[src/rtl/divide_sequencer_32_pkg.sv]
// Shared constants for the 32-bit signed divide sequencer: state encodings,
// datapath width and the iteration counter geometry.
package divide_sequencer_32_pkg;

  localparam int DW    = 32;
  localparam int ITERS = 32;
  localparam int CNT_W = 5;

  localparam logic [CNT_W-1:0] LAST_CNT = CNT_W'(ITERS - 1);

  typedef enum logic [2:0] {
    ST_IDLE = 3'd0,
    ST_LOAD = 3'd1,
    ST_RUN  = 3'd2,
    ST_FIX  = 3'd3,
    ST_DONE = 3'd4
  } state_e;

endpackage

[src/rtl/adder_32.sv]
// Plain 32-bit adder with carry-in; callers derive any carry-out they need
// from the sum and operand MSBs.
module adder_32 (
  input  logic [31:0] a,
  input  logic [31:0] b,
  input  logic        cin,
  output logic [31:0] sum
);

  assign sum = a + b + {31'd0, cin};

endmodule

[src/rtl/divider_32.sv]
// Restoring signed divider: magnitudes are divided one bit per enabled edge,
// quotient sign is applied combinationally from the operand inputs.
module divider_32 (
  input  logic        clk,
  input  logic        reset,
  input  logic        en,
  input  logic [31:0] dividend,
  input  logic [31:0] divisor,
  output logic [31:0] quotient,
  output logic [31:0] remainder
);

  logic [31:0] a_mag, b_mag, quo, shifted, diff, b_inv;
  logic [30:0] rem;
  logic        c31, no_borrow;

  assign a_mag = dividend[31] ? (~dividend + 32'd1) : dividend;
  assign b_mag = divisor[31]  ? (~divisor  + 32'd1) : divisor;
  assign b_inv = ~b_mag;

  // rem stays below |divisor| <= 2^31, so 31 bits hold it and the shift fits 32
  assign shifted = {rem, quo[31]};

  adder_32 u_sub (
    .a   (shifted),
    .b   (b_inv),
    .cin (1'b1),
    .sum (diff)
  );

  // carry out of the MSB: set when shifted >= |divisor|
  assign c31       = diff[31] ^ shifted[31] ^ b_inv[31];
  assign no_borrow = (shifted[31] & b_inv[31]) | ((shifted[31] ^ b_inv[31]) & c31);

  always_ff @(posedge clk) begin
    if (reset) begin
      rem <= '0;
      quo <= a_mag;
    end else if (en) begin
      rem <= no_borrow ? diff[30:0] : shifted[30:0];
      quo <= {quo[30:0], no_borrow};
    end
  end

  assign quotient  = (dividend[31] ^ divisor[31]) ? (~quo + 32'd1) : quo;
  assign remainder = {1'b0, rem};

endmodule

[src/rtl/divide_sequencer_32.sv]
// Sequencer around divider_32: accepts an operation, runs 32 iterations,
// fixes the remainder sign and presents results with a done pulse.
module divide_sequencer_32
  import divide_sequencer_32_pkg::*;
(
  input  logic          clk,
  input  logic          in_reset,
  input  logic          in_start,
  input  logic          in_abort,
  input  logic [DW-1:0] in_dividend,
  input  logic [DW-1:0] in_divisor,
  output logic          out_busy,
  output logic          out_done,
  output logic          out_div_zero,
  output logic [DW-1:0] out_lo,
  output logic [DW-1:0] out_hi
);

  state_e           state, next_state;
  logic [CNT_W-1:0] cnt;
  logic [DW-1:0]    op_a, op_b, div_q, rem_mag, rem_neg;
  logic             load, accept, zero_div;

  assign load     = (state == ST_LOAD);
  assign accept   = (state == ST_IDLE) && in_start;
  assign zero_div = (in_divisor == '0);

  divider_32 u_div (
    .clk       (clk),
    .reset     (load),
    .en        (state == ST_RUN),
    .dividend  (op_a),
    .divisor   (op_b),
    .quotient  (div_q),
    .remainder (rem_mag)
  );

  adder_32 u_neg (
    .a   (~rem_mag),
    .b   ('0),
    .cin (1'b1),
    .sum (rem_neg)
  );

  always_comb begin
    next_state = state;
    unique case (state)
      ST_IDLE: if (in_start) next_state = zero_div ? ST_DONE : ST_LOAD;
      ST_LOAD: next_state = in_abort ? ST_IDLE : ST_RUN;
      ST_RUN: begin
        if (in_abort)              next_state = ST_IDLE;
        else if (cnt == LAST_CNT)  next_state = ST_FIX;
      end
      ST_FIX:  next_state = in_abort ? ST_IDLE : ST_DONE;
      ST_DONE: next_state = ST_IDLE;
      default: next_state = ST_IDLE;
    endcase
  end

  always_ff @(posedge clk or posedge in_reset) begin
    if (in_reset) begin
      state <= ST_IDLE;
      cnt   <= '0;
      op_a  <= '0;
      op_b  <= '0;
    end else begin
      state <= next_state;
      if (load)                cnt <= '0;
      else if (state == ST_RUN) cnt <= cnt + 1'b1;
      // operands stay put until the next accept: the quotient sign reads them live
      if (accept) begin
        op_a <= in_dividend;
        op_b <= in_divisor;
      end
    end
  end

  always_ff @(posedge clk or posedge in_reset) begin
    if (in_reset) begin
      out_lo       <= '0;
      out_hi       <= '0;
      out_div_zero <= 1'b0;
      out_done     <= 1'b0;
    end else begin
      out_done <= (state == ST_DONE);
      if (accept && zero_div) begin
        out_lo       <= '1;
        out_hi       <= in_dividend;
        out_div_zero <= 1'b1;
      end else if (accept) begin
        out_div_zero <= 1'b0;
      end else if (state == ST_FIX && !in_abort) begin
        out_lo <= div_q;
        out_hi <= op_a[DW-1] ? rem_neg : rem_mag;
      end
    end
  end

  assign out_busy = (state != ST_IDLE);

endmodule

[config.mk]
export PLATFORM = sky130hd
export DESIGN_NAME = divide_sequencer_32
export DESIGN_NICKNAME = d
export VERILOG_FILES = /design/src/rtl/divide_sequencer_32_pkg.sv /design/src/rtl/adder_32.sv /design/src/rtl/divider_32.sv /design/src/rtl/divide_sequencer_32.sv
export SDC_FILE = /design/constraint.sdc
export NUM_CORES = 1
export LEC_CHECK = 0
export CORE_ASPECT_RATIO = 1.25
export CORE_MARGIN = 4
export CORE_UTILIZATION = 59
export CTS_BUF_LIST = sky130_fd_sc_hd__clkbuf_2
export DETAILED_ROUTE_END_ITERATION = 7
export PLACE_DENSITY = 0.8
export SYNTH_ARGS = -nofsm -noshare
export SYNTH_HDL_FRONTEND = slang
export SYNTH_SLANG_ARGS = --single-unit
[constraint.sdc]
create_clock -name clk -period 6.2 [get_ports clk]
set_clock_uncertainty 0.15 [all_clocks]
set_input_delay 1.55 -clock clk [delete_from_list [all_inputs] [get_ports clk]]
set_output_delay 1.55 -clock clk [all_outputs]
set_load 0.1 [all_outputs]
; ---- Word-level counts from Yosys, hierarchy flattened
; Cells that the tools add are included.
[classes]
add_sub_neg = 7
mux = 24
bitwise = 12
reduce_logical = 12
eq_ne = 8
[op_table]
columns = operator, n
row1 = 2-to-1 mux 32 bit, 12
row2 = adder 32 x 1 -> 32 bit (second input constant), 5
row3 = inverter 32 bit, 4
row4 = adder 32 bit, 1
row5 = logical NOT 32 bit, 1
row6 = inverter 31 -> 32 bit, 1
row7 = 2-to-1 mux 31 bit, 1
row8 = 2-to-1 mux 3 bit, 5
row9 = case mux 3 bit (4 select lines), 1
row10 = 2-to-1 mux 5 bit, 2
row11 = == test 3 x 2 -> 1 bit (second input constant), 2
row12 = nonzero test 2 bit, 3
row13 = adder 5 x 1 -> 5 bit (second input constant), 1
row14 = == test 5 bit (second input constant), 1
row15 = AND reduction 2 bit, 2
row16 = XOR 1 bit, 4
row17 = == test 3 x 1 -> 1 bit (second input constant), 1
row18 = == test 3 bit (second input constant), 1
row19 = logical AND 1 bit, 3
row20 = logical NOT 3 bit, 1
row21 = inequality test 3 bit (second input constant), 1
row22 = nonzero test 3 bit, 1
row23 = bitwise AND 1 bit, 2
row24 = 2-to-1 mux 1 bit, 2
row25 = other kinds (5), 5
[totals]
elab_cells = 73
ff_bits = 201
in_bits = 68

; ---- Longest topological paths before layout
; Gate-level depths: netlist of run 1.
[logic_depth]
depth_word = 12
depth_mapped = 21
mapped_depth_nobuf = 18

; ---- Cells and area by module
; Synthesis of run 1 repeated with hierarchy kept, for this count alone.
[unflattened]
cells_unflattened = 1710
hier_area_um2 = 14616.5
[modules_own_cells]
columns = mod, area_each_um2, cells_each, instances, seq_area_each_um2
row1 = divide_sequencer_32, 6257.3, 653, 1, 3453.3
row2 = divider_32, 4680.7, 549, 1, 1581.5
row3 = adder_32 at u_neg, 2003.2, 280, 1, 0.0
row4 = adder_32 at u_div.u_sub, 1675.4, 228, 1, 0.0

; ---- Worst setup path before layout of run 1
; No wires, ideal clock.
[synth_timing]
path_kind = register to register
from = register op_b[3]
to = register u_div.quo[0] (data pin)
path_stages_with_launch = 19
n_path_buf = 2
setup_ps = 267
setup_slack_ps = 1240
arrival_ps = 4542
path_cell_list = dfrtp_1 > or3_1 > or3b_2 > or2_2 > or4_1 > or4_1 > o31ai_1 > xor2_1 > ha_1 > o21a_1 > o21ai_0 > o21bai_1 > a21oi_1 > o41ai_1 > maj3_2 > buf_6 > buf_6 > nand2_1 > o21ai_0
[synth_via]
elab_chain_cells = 12
word_cells_on_any_way = 14
[synth_rtl]
columns = item, line
row1 = "start, declared", divide_sequencer_32.sv:21  ; logic [DW-1:0] op_a, op_b, div_q, rem_mag, rem_neg;
row2 = "start signal, assigned", divide_sequencer_32.sv:73  ; op_b <= in_divisor;
row3 = inverter 32 bit, divider_32.sv:18  ; assign b_mag = divisor[31] ? (~divisor + 32'd1) : divisor;
row4 = adder 32 x 1 -> 32 bit, divider_32.sv:18
row5 = 2-to-1 mux 32 bit *, divider_32.sv:18
row6 = inverter 32 bit *, divider_32.sv:19  ; assign b_inv = ~b_mag;
row7 = adder 32 bit, adder_32.sv:10  ; assign sum = a + b + {31'd0, cin};
row8 = adder 32 x 1 -> 32 bit, adder_32.sv:10
row9 = XOR 1 bit (2 in series), divider_32.sv:32  ; assign c31 = diff[31] ^ shifted[31] ^ b_inv[31];
row10 = bitwise AND 1 bit, divider_32.sv:33  ; assign no_borrow = (shifted[31] & b_inv[31]) | ((shifted[31] ^ b_inv[31]) & c31);
row11 = OR 1 bit *, divider_32.sv:33
row12 = 2-to-1 mux 32 bit *, divider_32.sv:39  ; end else if (en) begin
row13 = 2-to-1 mux 32 bit *, divider_32.sv:36  ; if (reset) begin
row14 = "end signal, assigned", divider_32.sv:38  ; quo <= a_mag;
row15 = "end signal, assigned", divider_32.sv:41  ; quo <= {quo[30:0], no_borrow};
row16 = "end, declared", divider_32.sv:13  ; logic [31:0] a_mag, b_mag, quo, shifted, diff, b_inv;
; Every way passes the cells marked *; elsewhere a longest branch is shown, timed or not. The select of a mux whose other input is x is not followed.
; A chain may end at the register's enable or synchronous reset.

; ---- Worst setup path after layout of run 1
[layout_timing]
from = register op_b[3]
to = register u_div.rem[29]
[layout_via]
elab_chain_cells = 11
word_cells_on_any_way = 13
[layout_rtl]
columns = item, line
row1 = inverter 32 bit, divider_32.sv:18
row2 = adder 32 x 1 -> 32 bit, divider_32.sv:18
row3 = 2-to-1 mux 32 bit *, divider_32.sv:18
row4 = inverter 32 bit *, divider_32.sv:19
row5 = adder 32 bit, adder_32.sv:10
row6 = adder 32 x 1 -> 32 bit, adder_32.sv:10
row7 = XOR 1 bit (2 in series), divider_32.sv:32
row8 = bitwise AND 1 bit, divider_32.sv:33
row9 = OR 1 bit, divider_32.sv:33
row10 = 2-to-1 mux 31 bit *, divider_32.sv:40  ; rem <= no_borrow ? diff[30:0] : shifted[30:0];
row11 = "end signal, assigned", divider_32.sv:40
row12 = "end, declared", divider_32.sv:14  ; logic [30:0] rem;
; Every way passes the cells marked *; elsewhere a longest branch is shown, timed or not.

==> flow_metrics.py, run 1 <==
metrics = {
    "status": {
        "outcome": "finished clean",
    },
    "finish": {
        "synthToLayoutAreaGrowth_pct": 16.70,
        "stdcell_count": 1721,
        "final_cell_mix": "o21ai_0 (170), nand2_1 (158), dfrtp_1 (137)",
        "layout_commonest_cell": "o21ai_0",
        "fin_util": 0.7075,
        "drive_above_1_share": 0.1169,
        "finalNetCount": 1522,
    },
    "timing": {
        "layout_setup_ws_ns": 0.8139,
        "finalCritPeriodShare": 0.8687,
        "grt_setup_unrepaired": "no",
        "tightest_slew_ns": 1.048,
        "max_freq_ghz": 0.1857,
        "fin_crit_ns": 5.386,
        "slew_violations": 0,
        "hold_viol": 0,
        "setup_viol": 0,
        "fin_setup_tns_ns": 0,
        "slew_headroom": 0.2993,
    },
    "clock_network": {
        "clock-sinks": 201,
        "path_clk_slew_ns": 0.10,
        "cts_setup_buffers": 0,
        "postCtsHoldBufs": 0,
        "htree_num_levels": 2,
        "cts_tree": "yes",
        "clock_path_buffers": 3,
        "numCtsBuffers": 48,
        "clk_latency_ns": 0.79,
        "cts_resized": 0,
        "clk_root_buffer_cell": "clkbuf_2",
    },
    "critical_path": {
        "crit_slowest_cell": "or4_1",
        "start_kind": "register",
        "path_class": "reg -> reg",
        "max_stage_delay_ns": 0.59,
        "cp_max_fo": 25,
        "path_cells": "or3_1 > or3b_2 > or2_2 > or4_1 > o31ai_1 > xor2_1 > ha_1 > and3_1 > nor2b_1 > a41oi_1 > o41ai_1 > maj3_2 > buf_4 > nand2_1 > o32ai_1 > o21ai_1",
        "end_kind": "register",
        "cp.arrival_ns": 5.92,
        "required_ns": 6.73,
    },
    "job": {
        "cap_violations": 0,
    },
    "place": {
        "placed_cells": 1631,
        "numPortBuffers": 134,
        "place_ws_ns": 0.8200,
        "place_congestion": 0.9101,
        "place_hpwl_um": 23200,
    },
    "synth": {
        "ys_ff_latch": 201,
        "syn_area_per_cell_um2": 9.308,
        "synth_edf_count": 32,
        "ys_types": 62,
        "ys.flop_type": "dfrtp_1",
        "syn-cell-area_um2": 11930,
        "yosysSeqAreaShare": 0.4219,
        "synth_nets": 1388,
        "syn_inst": 1282,
        "synthArstFlopShare": 0.6866,
        "yosys_warnings": 0,
    },
    "grt": {
        "first_global_vias": 9476,
        "grt_usage": 0.2678,
        "globalRouteOverflowTotal": 0,
        "grt_max_degree": 98,
        "antenna_found_initial": 1,
        "grt_pass1_wl_um": 48770,
    },
    "detailed_routing": {
        "firstDrtPassIters": 5,
        "viasPerCell": 5.854,
        "wl_um": 30470,
        "drc": 0,
        "via_count": 10080,
        "wire_per_inst_um": 17.70,
        "drtIter0Drc": 529,
        "ant_nets": 0,
    },
    "pwr": {
        "vdd_drop_max_mv": 0.3052,
        "p_leak_nw": 5.678,
        "netSwitchingFraction": 0.5111,
        "internal-power_mw": 3.177,
        "p_clk_frac": 0.132,
        "power.density_nw_per_um2": 466.6,
        "p_comb_frac": 0.545,
        "switching_power_mw": 3.321,
        "p_seq_frac": 0.323,
    },
    "floorplanning": {
        "start_util": 0.6062,
        "num_io_pins": 135,
        "rows": 57,
        "die_y_um": 167,
        "dieWidth_um": 135.2,
        "coreArea_um2": 19680,
        "fp.dieArea_um2": 22580,
    },
    "min_path": {
        "hold_class": "reg -> reg",
    },
}
-- per-stage QoR --
stage	cell area (um2)	total power [mW]	hold WS, ns
2_1_floorplan	11930	4.784	0.3147
3_5_place_dp	13480	5.672	0.3298
5_1_grt	13930	6.895	0.3784
4_1_cts	13920	6.539	0.3520
6_report	13930	6.498	0.3464
3_3_place_gp	13480	5.605	0.3277
-- path summary, 6_finish.rpt --
check                      startpoint  slack (ns)  cells after the start            end
max                           op_b[3]        0.81                     16  u_div.rem[29]
min                         out_lo[6]        0.35                      2      out_lo[6]
max reg2reg                   op_b[3]        0.81                     16  u_div.rem[29]
min reg2reg                 out_lo[6]        0.35                      2      out_lo[6]
max in group asynchronous    in_reset        3.70                      3      out_lo[7]
min in group asynchronous    in_reset        1.15                      2      out_hi[2]
-- worst max-delay path: cells and delay by family, from the launching register on --
family                     cells  cell delay (ns)
adders and majority gates      2             0.72
DFF                            1             0.44
and+or+nand+nor                7             2.26
buffers and inverters          1             0.30
xor gates and xnor gates       1             0.11
AOI/OAI and AO/OA              5             1.30
-- kinds of logic after synthesis --
group	synth area share
AND/OR/NAND/NOR	0.1416
XOR/XNOR	0.1050
adder cells (fa/ha/maj)	0.04142
AO/OA/AOI/OAI	0.1806
buffers and inverters	0.03041
multiplexers	0.07917
flip-flops	0.4219
-- metal layers --
layer	vias up	GRT usage	part of all wire
met5	-	0	0
met1	4717	0.3188	0.39
li1	4952	-	-
met4	0	0.1385	0.051
met2	324	0.4632	0.50
met3	82	0.04285	0.055
-- layout make-up --
cell class,instances,area [um2]
Multi-Input combinational cell,989,6549
Fill cell,1592,5758
Sequential cell,201,5036
Timing Repair Buffer,151,1469
Clock buffer,78,390.4
Tap cell,265,331.6
Inverter,25,98.84
Clock inverter,10,46.29
Antenna cell,2,5.005
-- power groups by stage --
stage	sequential (mW)	combinational, mW	clock (mW)
2_1_floorplan	3.31	1.47	0
3_3_place_gp	2.10	3.50	0
3_5_place_dp	2.12	3.55	0
4_1_cts	2.09	3.56	0.890
5_1_grt	2.15	3.78	0.961
6_report	2.10	3.54	0.859
-- flip-flops by register name (all words and copies together), names as in the netlist --
name          flops
cnt               5
op_a             32
op_b             32
out_div_zero      1
out_done          1
out_hi           32
out_lo           32
state             3
u_div.quo        32
u_div.rem        31
-- cell usage after synthesis, types with 4 or more instances --
cell type	instances	share of area
mux2_2	59	0.056
o21ai_1	10	0.0042
nor3_1	16	0.0067
xnor2_1	45	0.033
nand2b_1	7	0.0037
dfrtp_1	138	0.29
nand3b_1	5	0.0031
or4_1	23	0.014
ha_1	37	0.039
o211ai_1	7	0.0044
inv_1	25	0.0079
o21a_1	4	0.0025
dfxtp_1	31	0.052
and3_1	6	0.0031
a31oi_1	7	0.0037
nand3_1	15	0.0063
a221o_1	7	0.0059
a21oi_1	73	0.031
xor2_1	98	0.072
nor4_1	16	0.0084
a21o_1	7	0.0044
nand4_1	6	0.0031
mux2i_1	28	0.023
o31ai_1	31	0.020
o21bai_1	6	0.0038
nor2b_1	8	0.0042
o41ai_1	17	0.012
o21ai_0	170	0.071
edfxtp_1	32	0.081
clkbuf_1	60	0.019
nand2_1	158	0.050
a211oi_1	4	0.0025
nor2_1	66	0.021
or3_1	15	0.0079
(Power assumes the default switching activity.)
==> run 2, diff against run 1 <==
--- a/config.mk
+++ b/config.mk
@@ -10,6 +10,7 @@
 export CORE_UTILIZATION = 59
 export CTS_BUF_LIST = sky130_fd_sc_hd__clkbuf_2
 export DETAILED_ROUTE_END_ITERATION = 7
+export GPL_TIMING_DRIVEN = 0
 export PLACE_DENSITY = 0.8
 export SYNTH_ARGS = -nofsm -noshare
 export SYNTH_HDL_FRONTEND = slang
==> flow_metrics.py, run 2 (synthesis results as in run 1) <==
metrics = {
    "min_path": {
        "hold_depth": 1,
        "hold_class": "reg -> reg",
    },
    "floorplanning": {
        "dieWidth_um": 135.2,
        "die_y_um": 167,
        "num_io_pins": 135,
        "rows": 57,
        "coreArea_um2": 19680,
        "fp.dieArea_um2": 22580,
        "start_util": 0.6062,
    },
    "clock_network": {
        "clock_path_buffers": 3,
        "clk_latency_ns": 0.82,
        "postCtsHoldBufs": 0,
        "clk_root_buffer_cell": "clkbuf_2",
        "clock-sinks": 201,
        "path_clk_slew_ns": 0.12,
        "htree_num_levels": 2,
        "cts_tree": "yes",
        "cts_setup_buffers": 0,
        "numCtsBuffers": 48,
    },
    "critical_path": {
        "path_cells": "or3_1 > or3b_2 > or2_2 > or4_1 > o31ai_1 > xor2_1 > ha_1 > clkbuf_1 > and3_1 > nor2b_1 > a41oi_1 > o41ai_2 > maj3_2 > buf_2 > mux2i_1 > o21ai_0",
        "end_kind": "register",
        "crit_slowest_cell": "or4_1",
        "cp.depth": 16,
        "cp_max_fo": 10,
        "critPathBufInv": 2,
        "cp.arrival_ns": 6.45,
        "path_class": "reg -> reg",
        "r2r_cells": 16,
        "start_kind": "register",
        "required_ns": 6.74,
        "critPathTopFamily": "simple AND/OR/NAND/NOR gates",
        "max_stage_delay_ns": 0.63,
    },
    "pwr": {
        "power.density_nw_per_um2": 469.4,
        "vdd_drop_max_mv": 0.3142,
        "p_leak_nw": 5.701,
    },
    "timing": {
        "hold_viol": 0,
        "setup_viol": 0,
        "slew_violations": 0,
        "tightest_slew_ns": 1.239,
        "fin_setup_tns_ns": 0,
        "fin_crit_ns": 5.905,
        "finalCritPeriodShare": 0.9524,
        "max_freq_ghz": 0.1693,
        "grt_setup_unrepaired": "no",
        "slew_headroom": 0.1667,
    },
    "detailed_routing": {
        "met1Wirelength_um": 12620,
        "firstDrtPassIters": 5,
        "routed-wl-met3_um": 2326,
        "drc": 0,
        "via_count": 10620,
        "top_layer": "met4",
        "drtIter0Drc": 854,
        "wl_um": 36000,
        "ant_nets": 0,
        "wl_met2_um": 19010,
        "wire_per_inst_um": 20.41,
        "viasPerCell": 6.019,
    },
    "grt": {
        "grt_pass1_wl_um": 55240,
        "globalRouteOverflowTotal": 0,
        "first_global_vias": 10390,
        "antenna_found_initial": 1,
        "grt_usage": 0.3123,
        "grt_max_degree": 96,
    },
    "place": {
        "place_hpwl_um": 28250,
        "numPortBuffers": 134,
        "place_congestion": 0.9280,
        "placed_cells": 1682,
    },
    "finish": {
        "drive_above_1_share": 0.1028,
        "finalNetCount": 1574,
        "stdcell_count": 1764,
        "layout_commonest_cell": "o21ai_0",
        "synthToLayoutAreaGrowth_pct": 18.01,
        "final_cell_mix": "o21ai_0 (170), nand2_1 (158), dfrtp_1 (138)",
    },
    "job": {
        "cap_violations": 0,
    },
    "status": {
        "outcome": "finished clean",
    },
}
run 2: changes by cell type in the layout (fill, tap and decap cells not counted), sizes merged:
cell and change:
buf -8, diode -1, clkinv -3, clkbuf +55
run 2: metal layers:
layer	up-vias	GRT usage
li1	5048	-
met1	5005	0.3271
met2	457	0.5799
met3	108	0.05552
met4	0	0.1723
met5	-	0
run 2: power breakdown:
| part | leakage [nW] | switching (mW) | internal (mW) |
|---|---|---|---|
| registers | 2.28 | 0.381 | 1.73 |
| clock network | 0.316 | 0.527 | 0.308 |
| logic | 3.11 | 2.54 | 1.12 |
| total | 5.70 | 3.45 | 3.16 |
run 2: cell type report:
| type | instances | area, um2 |
|---|---|---|
| multi-input cells | 989 | 6548 |
| fillers | 1567 | 5602 |
| flip-flops and latches | 201 | 5035 |
| repair buffers | 136 | 1396 |
| clock buffers | 73 | 365.4 |
| well taps | 265 | 331.6 |
| plain buffers | 67 | 269.0 |
| inverters | 25 | 98.84 |
| clock inverters | 7 | 36.28 |
| diodes | 1 | 2.502 |
run 2: through the flow:
step	cell area (um2)	setup WS, ns	power, mW	util	hold slack (ns)
2_1_floorplan	11930	0.8038	4.784	-	0.3147
3_3_place_gp	13610	-1.051	5.675	0.6912	0.3295
3_5_place_dp	13640	0.06900	5.761	0.6929	0.3357
4_1_cts	14040	0.06905	6.595	0.7133	0.3214
5_1_grt	14080	0.09840	6.955	0.7154	0.3757
6_report	14080	0.2950	6.611	0.7154	0.3450
run 2: timing repair:
| item | CTS | global route |
|---|---|---|
| endpoints found under the hold margin | 0 | 0 |
| endpoints found under the setup margin | 0 | 13 |
| gates resized for setup | 0 | 2 |
run 2: path summary, 6_finish.rpt:
check	endpoint	slack (ns)	from
worst min-delay path	out_done	0.35	state[0]
worst max-delay path	u_div.rem[21]	0.29	op_b[5]
max in group asynchronous	out_hi[21]	4.12	in_reset
worst max register to register	u_div.rem[21]	0.29	op_b[5]
min in group asynchronous	out_hi[3]	0.95	in_reset
worst min register to register	out_done	0.35	state[0]
